## config.mk

```make
export PLATFORM = sky130hd
export DESIGN_NAME = delay_meter
export DESIGN_NICKNAME = d
export VERILOG_FILES = /design/src/rtl/delay_meter.sv
export SDC_FILE = /design/constraint.sdc
export NUM_CORES = 1
export LEC_CHECK = 0
export BUFFER_PORTS_ARGS = -buffer_cell sky130_fd_sc_hd__buf_4
export CAP_MARGIN = 15
export CORE_MARGIN = 2
export CORE_UTILIZATION = 44
export CTS_CLUSTER_DIAMETER = 80
export CTS_CLUSTER_SIZE = 14
export DETAILED_ROUTE_END_ITERATION = 8
export GPL_TIMING_DRIVEN = 1
export SYNTH_ARGS = -nofsm -noshare
export SYNTH_HDL_FRONTEND = slang
export SYNTH_SLANG_ARGS = --single-unit
```

## constraint.sdc

```tcl
create_clock -name i_clk -period 3 [get_ports i_clk]
set_input_delay 0.75 -clock i_clk [delete_from_list [all_inputs] [get_ports i_clk]]
set_output_delay 0.75 -clock i_clk [all_outputs]
set_load 0.05 [all_outputs]
```

## src/rtl/delay_meter.sv

```systemverilog
// delay_meter
//   Measures the number of clock cycles between a rising edge on i_start
//   and the next rising edge on i_echo. If no echo arrives within P_TIMEOUT
//   cycles, the measurement is aborted and o_timeout pulses for one cycle.
//
//   Optional feature (macro DELAY_METER_MAX_EN): adds a running maximum of
//   the valid delays seen. i_max_clr clears it, and a clear takes priority
//   over a simultaneous update.
//
// Parameters
//   P_CNT_WIDTH : width of the delay count
//   P_TIMEOUT   : cycles without an echo before the measurement aborts
//                 (1 .. 2^P_CNT_WIDTH-1)
//
// Ports
//   i_clk       : clock, rising edge
//   i_rst_n     : asynchronous active-low reset
//   i_start     : outbound pulse; its rising edge starts a measurement
//   i_echo      : returned pulse; its rising edge ends a measurement
//   i_max_clr   : (DELAY_METER_MAX_EN only) clears o_max_delay
//   o_max_delay : (DELAY_METER_MAX_EN only) largest valid delay since clear
//   o_busy      : high while a measurement is in progress
//   o_valid     : one-cycle strobe qualifying o_delay
//   o_delay     : last measured delay in cycles
//   o_timeout   : one-cycle strobe on an aborted measurement
module delay_meter #(
    parameter int P_CNT_WIDTH = 8,
    parameter int P_TIMEOUT   = 200
) (
    input  logic                   i_clk,
    input  logic                   i_rst_n,
    input  logic                   i_start,
    input  logic                   i_echo,
`ifdef DELAY_METER_MAX_EN
    input  logic                   i_max_clr,
    output logic [P_CNT_WIDTH-1:0] o_max_delay,
`endif
    output logic                   o_busy,
    output logic                   o_valid,
    output logic [P_CNT_WIDTH-1:0] o_delay,
    output logic                   o_timeout
);

    localparam logic [P_CNT_WIDTH-1:0] L_TIMEOUT = P_CNT_WIDTH'(P_TIMEOUT);
    localparam logic [P_CNT_WIDTH-1:0] L_ONE     = P_CNT_WIDTH'(1);

    typedef enum logic [1:0] {
        S_IDLE    = 2'd0,
        S_MEASURE = 2'd1,
        S_DONE    = 2'd2
    } state_t;

    state_t                 state_q, state_d;
    logic [P_CNT_WIDTH-1:0] cnt_q, cnt_d;
    logic [P_CNT_WIDTH-1:0] delay_d;
    logic                   valid_d;
    logic                   timeout_d;
    logic                   start_q;
    logic                   echo_q;
    logic                   start_edge;
    logic                   echo_edge;

    // Single-register edge detection; the inputs are assumed synchronous.
    // The edge registers are cleared by reset, so an input held high
    // through reset release produces an edge on the first posedge.
    assign start_edge = i_start & ~start_q;
    assign echo_edge  = i_echo  & ~echo_q;

    always_ff @(posedge i_clk or negedge i_rst_n) begin
        if (!i_rst_n) begin
            state_q   <= S_IDLE;
            cnt_q     <= '0;
            start_q   <= 1'b0;
            echo_q    <= 1'b0;
            o_busy    <= 1'b0;
            o_valid   <= 1'b0;
            o_timeout <= 1'b0;
            o_delay   <= '0;
        end else begin
            state_q   <= state_d;
            cnt_q     <= cnt_d;
            start_q   <= i_start;
            echo_q    <= i_echo;
            o_busy    <= (state_d == S_MEASURE);
            o_valid   <= valid_d;
            o_timeout <= timeout_d;
            o_delay   <= delay_d;
        end
    end

    // cnt holds the number of posedges since the start edge, so an echo
    // edge seen in MEASURE captures cnt directly as the delay. The echo is
    // checked before the timeout so that a coincident echo wins.
    always_comb begin
        state_d   = state_q;
        cnt_d     = cnt_q;
        delay_d   = o_delay;
        valid_d   = 1'b0;
        timeout_d = 1'b0;
        case (state_q)
            S_IDLE: begin
                if (start_edge) begin
                    cnt_d   = L_ONE;
                    state_d = S_MEASURE;
                end
            end
            S_MEASURE: begin
                if (echo_edge) begin
                    delay_d = cnt_q;
                    valid_d = 1'b1;
                    state_d = S_DONE;
                end else if (cnt_q == L_TIMEOUT) begin
                    timeout_d = 1'b1;
                    state_d   = S_DONE;
                end else begin
                    cnt_d = cnt_q + L_ONE;
                end
            end
            S_DONE: begin
                state_d = S_IDLE;
            end
            default: begin
                state_d = S_IDLE;
            end
        endcase
    end

`ifdef DELAY_METER_MAX_EN
    // Updated on the same edge that loads o_delay, so the new maximum is
    // visible together with o_valid.
    always_ff @(posedge i_clk or negedge i_rst_n) begin
        if (!i_rst_n) begin
            o_max_delay <= '0;
        end else if (i_max_clr) begin
            o_max_delay <= '0;
        end else if (valid_d && (cnt_q > o_max_delay)) begin
            o_max_delay <= cnt_q;
        end
    end
`endif

endmodule

```

==> key figures, run 1 <==
Run status
  • Status: completed

Global routing
  • GRT busiest layer: met2
  • Pin count of the biggest net entering global routing: 24
  • Vias in the first global route: 640
  • Initial antenna violation count: 0
  • Met2 usage: 23.63%
  • Total track usage: 15.03%
  • GRT met1 Usage: 19.70%
  • Total grt overflow: 0
  • Grt met3 use: 2.586%
  • First-pass GRT wire length: 2.911 mm

Drt
  • Number of DRC markers in iteration 0: 10
  • Final wirelength: 1.647 mm
  • Routed Antenna Nets: 0
  • Number of remaining DRC errors: 0
  • Vias: 666
  • Routed length per placed instance: 13.28 um
  • Vias per inst: 5.371
  • First-pass DRT Iterations: 5

Layout
  • N_diodes: 0
  • Leading cell type in the layout, fill and taps excluded: dfrtp_1
  • Area growth, synth to finish: 13.38%
  • Share of layout cells above drive strength 1: 31.25%
  • Nets: 103
  • Fillers: 193
  • Most frequent cells in the layout: 23 x dfrtp_1, 14 x buf_4, 8 x mux2_2

Timing
  • Hold Fails Final Rpt: 0
  • Worst clock skew: 0.002937 ns
  • Slew headroom: 68.05%
  • Setup Viol. Count Final: 0
  • Crit share post-route: 64.65%
  • Unrepaired setup endpoints after global routing: no
  • Setup TNS: 0 ns
  • Worst slew pin tran: 0.4787 ns
  • Fmax: 515.6 MHz
  • Min Tclk post-route: 1.939 ns
  • Setup ws final: 1.061 ns
  • Pins Over Slew Limit: 0
  • Final hold slack: 0.3163 ns

Logic synthesis
  • EDFF count, synth: 0
  • Post-synthesis sequential element count: 23
  • Post-synthesis xor/xnor area fraction: 0%
  • Yosys top cell area share: 57.00%
  • Synthesized cell area: 0.001010 mm2
  • Net Count, Synth: 88
  • Register area share after synthesis: 57.00%
  • Cell count after synthesis: 82
  • Largest cells by area after synthesis: dfrtp_1 57%, mux2_2 8.9%, a221o_1 3.0%, nor3_1 3.0%, ha_1 2.5%
  • Async SR Flop Fraction: 100.0%
  • Synth Area in Compound Gates: 11.15%
  • Synthesized area per cell: 12.31 um2
  • Synth area leader: dfrtp_1
  • Post-synthesis mux area share: 8.922%
  • Primary FF master, synth: dfrtp_1
  • Synth cell types: 30
  • Synth Area in Adders: 2.478%
  • Simple-Gate Fraction of Synth Area: 15.86%
  • Yosys warning count: 0
  • Largest family of logic cells by synthesized area: simple AND/OR/NAND/NOR gates

CTS
  • # Post-CTS Setup Buffers: 0
  • CTS max path bufs: 2
  • Worst-path clk slew: 0.12 ns
  • CTS tree: yes
  • Num CTS Buffers: 3
  • CTS Root Cell: clkbuf_4
  • H-tree Lvls: 1
  • Worst-Skew Late Latency: 0.30 ns
  • Clock Sinks: 23
  • Post_cts resized: 0
  • Hold buffer count at cts: 0

Hold path
  • Min-delay worst type: input pin to asynchronous set/reset pin

Setup path
  • Critical path class: register to register
  • Maximum fanout along the worst path: 9
  • Critical path capture point type: register
  • Worst setup SP type: register
  • CP Data Required Time: 3.19 ns
  • Crit path DAT: 2.13 ns
  • Origin of the critical flop-to-flop path: cnt_q[0]$_DFFE_PN0P_
  • Critical path startpoint: cnt_q[0]$_DFFE_PN0P_

Pwr
  • PD cells: 827.1 mW/mm2
  • Lkg Pwr: 0.5485 nW
  • Peak supply drop: 0.0004869 V

Place
  • GP Congestion: 0.8772
  • Pre-CTS setup slack: 0.9122 ns
  • IO buf count: 14
  • Detailed placement HPWL: 1.201 mm

Job
  • Max Cap Viol: 0

Floorplanning
  • Die height: 51.91 um
  • DIE WIDTH: 51.91 um
  • # IOs: 15
  • Initial Util: 46.09%
  • Core area: 0.002191 mm2
  • Full die area: 0.002694 mm2
  • Row count: 17
[through the flow]
step | power [W] | util, % | instance area [um2] | instances
floorplan | 0.0007218 | - | 1010 | 82
global placement | 0.0008144 | 51.06 | 1119 | 120
detailed placement | 0.0008205 | 51.06 | 1119 | 120
CTS | 0.0009584 | 52.26 | 1145 | 124
global route | 0.001011 | 52.26 | 1145 | 124
finish | 0.0009469 | 52.26 | 1145 | 124
[registers in the layout (all words and copies together) (netlist names)]
register / cells
o_valid: 1
o_timeout: 1
cnt_q: 8
o_delay: 8
state_q: 2
start_q: 1
echo_q: 1
o_busy: 1
[report_power, final]
group | internal [W] | switching (W)
logic | 0.000135 | 0.000228
clock network | 0.0000517 | 0.0000839
registers | 0.000380 | 0.0000675
total | 0.000568 | 0.000379
[Yosys cell counts, types with 3 or more instances]
master	n
nor3_1	6
mux2_2	8
nand2_1	3
dfrtp_1	23
nand3_1	4
inv_1	4
a221o_1	3
[final cells by class]
class	count	area [um2]	share of cell area, %
Multi-Input combinational cell	51	387.9	33.88
Clock buffer	4	26.28	2.295
Tap cell	28	35.03	3.060
Timing Repair Buffer	14	105.1	9.180
Sequential cell	23	575.6	50.27
Inverter	4	15.01	1.311
[worst paths after layout]
kind | end | slack [ns] | cells after the start
setup / recovery | cnt_q[3]$_DFFE_PN0P_ | 1.06 | 6
hold / removal | o_delay[7]$_DFFE_PN0P_ | 0.32 | 1
setup reg to reg | cnt_q[3]$_DFFE_PN0P_ | 1.06 | 6
hold reg to reg | o_delay[6]$_DFFE_PN0P_ | 0.52 | 1
max in group asynchronous | o_delay[2]$_DFFE_PN0P_ | 2.47 | 1
min in group i_clk | o_delay[6]$_DFFE_PN0P_ | 0.52 | 1
[kinds of logic (layout without fill, tap and decap cells)]
logic type | Yosys count | count (layout)
flops | 23 | 23
simple gates | 27 | 27
buf+inv | 8 | 22
compound gates | 14 | 14
fa+ha+maj | 2 | 2
mux | 8 | 8
[worst max-delay path, stage by stage, from the launching register on]
cell	delay [ns]
dfrtp_1	0.40
inv_1	0.08
ha_1	0.20
nor4b_2	0.16
and3_1	0.27
o21a_1	0.33
a221o_1	0.39
[layer usage]
| metal | up-vias | part of all wire (%) |
|---|---|---|
| met5 | - | 0 |
| met4 | 0 | 1.0 |
| met3 | 2 | 4.1 |
| met2 | 14 | 50 |
| met1 | 321 | 45 |
| li1 | 329 | - |
Power figures use the tool's default switching activity.
==> run 2: changes to the inputs <==
- PLACE_DENSITY: unset -> 0.67
- clock period: 3 -> 1.65 ns (I/O delays scaled with it)
==> run 2 against run 1 <==
Compared with the run above: non-clock buffer count up 13; maximum frequency is 20% higher; register-to-register slack got worse by 1.0 ns; first-iteration DRC count is the same; clock-buffer cell count shrank 1; power rose by 100%; combinational power increased by 140%; clock power is 93% higher; routed wire length rose by 19%; sequential power increased by 71%; via count up 13%; sequential share of layout area fell by 5.6 points; largest power group is now combinational cells.
==> key figures, run 2 (synthesized netlist as in run 1, its figures left out) <==
Place
  • Detailed placement HPWL: 1.338 mm (+11%)
  • GP Congestion: 0.8054 (-8.2%)
  • IO buf count: 14 (unchanged)
  • Pre-CTS setup slack: -0.02898 ns (-0.9412 ns)

Timing
  • Final hold slack: 0.2122 ns (-0.1041 ns)
  • Setup ws final: 0.02721 ns (-1.033 ns)
  • Setup TNS: 0 ns (unchanged)
  • Worst slew pin tran: 0.3686 ns (-0.1101 ns)
  • Pins Over Slew Limit: 0 (unchanged)
  • Fmax: 616.2 MHz (+20%)
  • Unrepaired setup endpoints after global routing: yes
  • Hold Fails Final Rpt: 0 (unchanged)
  • Min Tclk post-route: 1.623 ns (-0.3167 ns)
  • Worst clock skew: 0.01057 ns (+0.007637 ns)
  • Slew headroom: 75.12% (+7.1 points)
  • Crit share post-route: 98.35% (+34 points)
  • Setup Viol. Count Final: 0 (unchanged)

CTS
  • Num CTS Buffers: 3 (unchanged)
  • CTS max path bufs: 2 (unchanged)
  • H-tree Lvls: 1 (unchanged)
  • Worst-path clk slew: 0.12 ns (about the same)
  • CTS Root Cell: clkbuf_4
  • Clock Sinks: 23 (unchanged)
  • CTS tree: yes
  • Worst-Skew Late Latency: 0.32 ns (+0.02 ns)

Layout
  • Top flop regs: cnt_q (8), o_delay (8), state_q (2)
  • Area of the multi-input gates: 412.9 um2 (+6.5%)
  • N_diodes: 0 (unchanged)
  • Fillers: 191 (-1.0%)
  • Nets: 116 (+13%)
  • Area growth, synth to finish: 27.51%
  • Most frequent cells in the layout: 24 x buf_4, 23 x dfrtp_1, 8 x mux2_2
  • Leading cell type in the layout, fill and taps excluded: buf_4
  • Share of layout cells above drive strength 1: 44.95% (+14 points)
  • FF/Latch Area: 575.6 um2 (unchanged)

Pwr
  • Lkg Pwr: 0.6208 nW (+13%)
  • PD cells: 1482 mW/mm2 (+79%)
  • Peak supply drop: 0.001186 V (+140%)

Setup path
  • R2r setup slk: 0.03 ns (-1.03 ns)
  • Reg2reg path depth: 3 (-3)
  • Crit path DAT: 1.83 ns (-0.30 ns)
  • Maximum fanout along the worst path: 9 (unchanged)
  • Reg2reg end: cnt_q[7]$_DFFE_PN0P_
  • Worst setup SP type: register
  • Critical path capture point type: register
  • CP Data Required Time: 1.86 ns (-1.33 ns)
  • Origin of the critical flop-to-flop path: state_q[1]$_DFF_PN0_
  • Critical path class: register to register

Drt
  • Routed Antenna Nets: 0 (unchanged)
  • Vias: 751 (+13%)
  • Final wirelength: 1.957 mm (+19%)
  • Vias per inst: 5.482 (+2.1%)
  • Number of remaining DRC errors: 0 (unchanged)
  • Number of DRC markers in iteration 0: 10 (unchanged)
  • Routed length per placed instance: 14.28 um (+7.5%)
  • First-pass DRT Iterations: 4 (-1)

Floorplanning
  • Row count: 17 (unchanged)
  • DIE WIDTH: 51.91 um (unchanged)
  • Core area: 0.002191 mm2 (unchanged)
  • # IOs: 15 (unchanged)
  • Full die area: 0.002694 mm2 (unchanged)
  • Initial Util: 46.09% (unchanged)
  • Die height: 51.91 um (unchanged)

Global routing
  • Total track usage: 15.79% (+0.76 points)
  • Vias in the first global route: 691 (+8.0%)
  • First-pass GRT wire length: 3.077 mm (+5.7%)
  • Total grt overflow: 0 (unchanged)
  • Initial antenna violation count: 0 (unchanged)
  • Pin count of the biggest net entering global routing: 24 (unchanged)

Hold path
  • Hold Crit Depth: 1
  • Min-delay worst type: input pin to register
  • Worst Hold Endpoint: start_q$_DFF_PN0_
  • Hold path start: i_start

Run status
  • Status: completed

Job
  • Max Cap Viol: 0 (unchanged)
[run 2: worst max-delay path, stage by stage (launching register included)]
cell and delay (ns):
dfrtp_1 0.40, or4b_1 0.58, o21a_2 0.21, a221o_1 0.32
[run 2: cell type report]
class                      count  share of cell area (%)
multi-input combinational     51                   32.07
inverter                       4                   1.166
timing repair buffer          27                   17.20
clock inverter                 1                  0.3887
clock buffer                   3                   1.749
tap                           28                   2.721
sequential                    23                   44.70
[run 2: timing repair]
| item | CTS | global route |
|---|---|---|
| resized for setup | 1 | 5 |
| endpoints found under the setup margin | 5 | 7 |
| hold buffers | 1 | 0 |
| setup buffers | 0 | 1 |
| pin swaps | 0 | 2 |
| hold endpoints to repair | 23 | 0 |
[run 2: stage by stage]
stage,cell area [um2],utilization [%],std cells,power (W)
floorplan,1021,-,82,0.001339
global placement,1225,55.91,131,0.001623
detailed placement,1225,55.91,131,0.001637
CTS,1264,57.68,136,0.001898
global route,1287,58.77,137,0.002010
finish,1287,58.77,137,0.001908
[run 2: how the worst max path moves through the flow]
stage / startpoint / end / slack [ns] / depth (start not counted)
finish: state_q[1]$_DFF_PN0_ / cnt_q[7]$_DFFE_PN0P_ / 0.03 / 3
global route: cnt_q[0]$_DFFE_PN0P_ / cnt_q[7]$_DFFE_PN0P_ / -0.04 / 7
CTS: cnt_q[0]$_DFFE_PN0P_ / cnt_q[7]$_DFFE_PN0P_ / 0.007 / 7
detailed placement: i_start / cnt_q[7]$_DFFE_PN0P_ / -0.03 / 4
global placement: i_start / cnt_q[3]$_DFFE_PN0P_ / 0.002 / 4
floorplan: cnt_q[1]$_DFFE_PN0P_ / cnt_q[3]$_DFFE_PN0P_ / -0.06 / 8
[run 2: power breakdown]
part | switching, W | leakage, nW | total, W | internal [W]
Clock | 0.000171 | 0.0177 | 0.000262 | 0.0000907
Combinational | 0.000510 | 0.302 | 0.000879 | 0.000370
Sequential | 0.0000752 | 0.301 | 0.000767 | 0.000692
Total | 0.000756 | 0.621 | 0.00191 | 0.00115
[run 2: metal layers]
metal | wire (um) | track usage, % | share of wire [%]
met5 | 0 | 0 | 0
met4 | 23 | 6.579 | 1.2
met1 | 916 | 20.71 | 47
met3 | 63 | 2.586 | 3.2
met2 | 955 | 25.74 | 49
==> run 3: changes to the inputs <==
- CELL_PAD_IN_SITES_DETAIL_PLACEMENT: unset -> 1
- CELL_PAD_IN_SITES_GLOBAL_PLACEMENT: unset -> 1
- CORE_UTILIZATION: 44 -> 39
- PLACE_DENSITY: 0.67 -> unset
- PLACE_DENSITY_LB_ADDON: unset -> 0.1
==> run 3 against run 2 <==
Compared with the run above: die area grew 12%; power increased by 4.8%; first-iteration DRC count shrank 20%; critical path depth up 4; maximum frequency shrank 0.11%; non-clock buffer count is 2 higher; clock skew up 0.0016 ns; worst setup slack worse by 0.0019 ns; final cell count rose by 2.9%; via count increased by 2.5%.
==> key figures, run 3 (synthesized netlist as in run 1, its figures left out) <==
Setup path
  • Worst setup SP type: register
  • Reg2reg path depth: 7 (+4)
  • CP Data Required Time: 1.86 ns (about the same)
  • Critical path class: register to register
  • R2r setup slk: 0.03 ns (about the same)
  • CP max stage delay: 0.41 ns (-0.17 ns)
  • Maximum fanout along the worst path: 5 (-4)
  • CP cell instances: inv_2 -> ha_4 -> nor4b_4 -> and3_4 -> buf_6 -> nor3_1 -> a221o_1
  • Crit path DAT: 1.84 ns (about the same)
  • Slowest cell on the critical path: dfrtp_1
  • Critical path capture point type: register

CTS
  • Worst-path clk slew: 0.13 ns (about the same)
  • CTS tree: yes
  • CTS Root Cell: clkbuf_4
  • Worst-Skew Late Latency: 0.31 ns (about the same)
  • Clock Sinks: 23 (unchanged)
  • Num CTS Buffers: 3 (unchanged)
  • CTS max path bufs: 2 (unchanged)
  • H-tree Lvls: 1 (unchanged)

Pwr
  • P_int: 0.001201 W (+4.2%)
  • Lkg Pwr: 0.6371 nW (+2.6%)
  • Pwr Total: 0.001999 W (+4.8%)
  • Peak supply drop: 0.001153 V (-2.8%)
  • Sw Share: 39.93% (+0.30 points)
  • Sequential power share: 38.5% (-1.7 points)
  • Clk pwr share: 13.2% (-0.5 points)
  • Comb pwr share: 48.2% (+2.1 points)
  • PD cells: 1507 mW/mm2 (+1.7%)
  • Net Sw Power: 0.0007983 W (+5.6%)

Timing
  • Fmax: 615.5 MHz (-0.11%)
  • Slew headroom: 76.93% (+1.8 points)
  • Min Tclk post-route: 1.625 ns (+0.001851 ns)
  • Setup Viol. Count Final: 0 (unchanged)
  • Hold Fails Final Rpt: 0 (unchanged)
  • Pins Over Slew Limit: 0 (unchanged)
  • Worst slew pin tran: 0.3413 ns (-0.02725 ns)
  • Worst clock skew: 0.01222 ns (+0.001647 ns)
  • Crit share post-route: 98.46% (+0.11 points)

Layout
  • Nets: 118 (+1.7%)
  • Design Area, Final: 0.001326 mm2 (+3.0%)
  • Share of layout cells above drive strength 1: 46.85% (+1.9 points)
  • Leading cell type in the layout, fill and taps excluded: buf_4
  • Top flop regs: cnt_q (8), o_delay (8), state_q (2)
  • N_diodes: 0 (unchanged)
  • Most frequent cells in the layout: 26 x buf_4, 23 x dfrtp_1, 8 x mux2_2
  • Area growth, synth to finish: 31.35%

Global routing
  • Total track usage: 17.63% (+1.8 points)
  • Pin count of the biggest net entering global routing: 24 (unchanged)
  • Initial antenna violation count: 0 (unchanged)
  • First-pass GRT wire length: 3.663 mm (+19%)
  • Vias in the first global route: 753 (+9.0%)
  • Total grt overflow: 0 (unchanged)

Floorplanning
  • DIE WIDTH: 54.88 um (+5.7%)
  • Row count: 18 (+1)
  • Core area: 0.002455 mm2 (+12%)
  • # IOs: 15 (unchanged)
  • Full die area: 0.003012 mm2 (+12%)
  • Initial Util: 41.13% (-5.0 points)
  • Die height: 54.88 um (+5.7%)

Place
  • Placed Area: 0.001242 mm2 (+1.4%)
  • IO buf count: 14 (unchanged)
  • GP Congestion: 0.8204 (+1.9%)
  • Detailed placement HPWL: 1.698 mm (+27%)

Drt
  • Number of remaining DRC errors: 0 (unchanged)
  • Number of DRC markers in iteration 0: 8 (-2)
  • Routed length per placed instance: 16.48 um (+15%)
  • Vias per inst: 5.461 (-0.38%)
  • First-pass DRT Iterations: 4 (unchanged)
  • Vias: 770 (+2.5%)
  • Final wirelength: 2.324 mm (+19%)
  • Routed Antenna Nets: 0 (unchanged)

Hold path
  • Hold Crit Depth: 1 (unchanged)
  • Min-delay worst type: input pin to register

Run status
  • Status: completed

Job
  • Max Cap Viol: 0 (unchanged)
run 3: cell count changes in the layout (fill, tap and decap cells not counted), sizes merged:
cell / delta
clkinv: -1
clkbuf: +1
buf: +2
run 3: area by class of cell:
cell class	count	area [um2]
inverter	4	15.01
fill	274	1129
timing repair buffer	29	236.5
tap	30	37.54
multi-input combinational	51	435.4
clock buffer	4	26.28
sequential	23	575.6
run 3: power groups by stage:
| stage | clock network [W] | registers (W) | logic [W] |
|---|---|---|---|
| floorplan | 0 | 0.00102 | 0.000316 |
| global placement | 0 | 0.000775 | 0.000888 |
| detailed placement | 0 | 0.000784 | 0.000904 |
| CTS | 0.000272 | 0.000771 | 0.000917 |
| global route | 0.000296 | 0.000790 | 0.00103 |
| finish | 0.000265 | 0.000770 | 0.000964 |
run 3: worst max-delay path, delay by kind of cell (launching register included):
family	cells	cell delay [ns]
adders and majority gates	1	0.12
AOI/OAI and AO/OA	1	0.27
buffers and inverters	2	0.18
DFF	1	0.41
and+or+nand+nor	3	0.55
run 3: final timing paths:
kind,startpoint,to
max reg2reg,cnt_q[1]$_DFFE_PN0P_,cnt_q[6]$_DFFE_PN0P_
min,i_start,start_q$_DFF_PN0_
min reg2reg,o_delay[3]$_DFFE_PN0P_,o_delay[3]$_DFFE_PN0P_
min in group asynchronous,i_rst_n,o_timeout$_DFF_PN0_
max,cnt_q[1]$_DFFE_PN0P_,cnt_q[6]$_DFFE_PN0P_
max in group asynchronous,i_rst_n,o_delay[1]$_DFFE_PN0P_
run 3: per-layer routing:
layer	vias up	routed length (um)	track usage [%]
li1	356	-	-
met1	400	1038	22.64
met2	12	1200	29.76
met3	2	67	2.732
met4	0	17	6.250
met5	-	0	0
run 3: through the flow:
step	hold WS [ns]	TNS, ns	setup WS [ns]	cells	utilization [%]
CTS	0.1999	0	0.0007453	140	52.75
global placement	0.3181	-0.06070	-0.02011	135	50.61
global route	0.1829	-0.02071	-0.01733	141	54.03
floorplan	0.1169	-0.2081	-0.05727	82	-
detailed placement	0.3253	-0.3005	-0.06533	135	50.61
finish	0.1996	0	0.02536	141	54.03
run 3: what timing repair did:
action                                  in CTS  in global routing
hold endpoints to repair                    23                  0
gates resized for setup                      5                  5
endpoints found under the setup margin       8                  5
hold buffers                                 1                  0
pin swaps                                    1                  1
setup buffers                                0                  1
cloned                                       0                  0
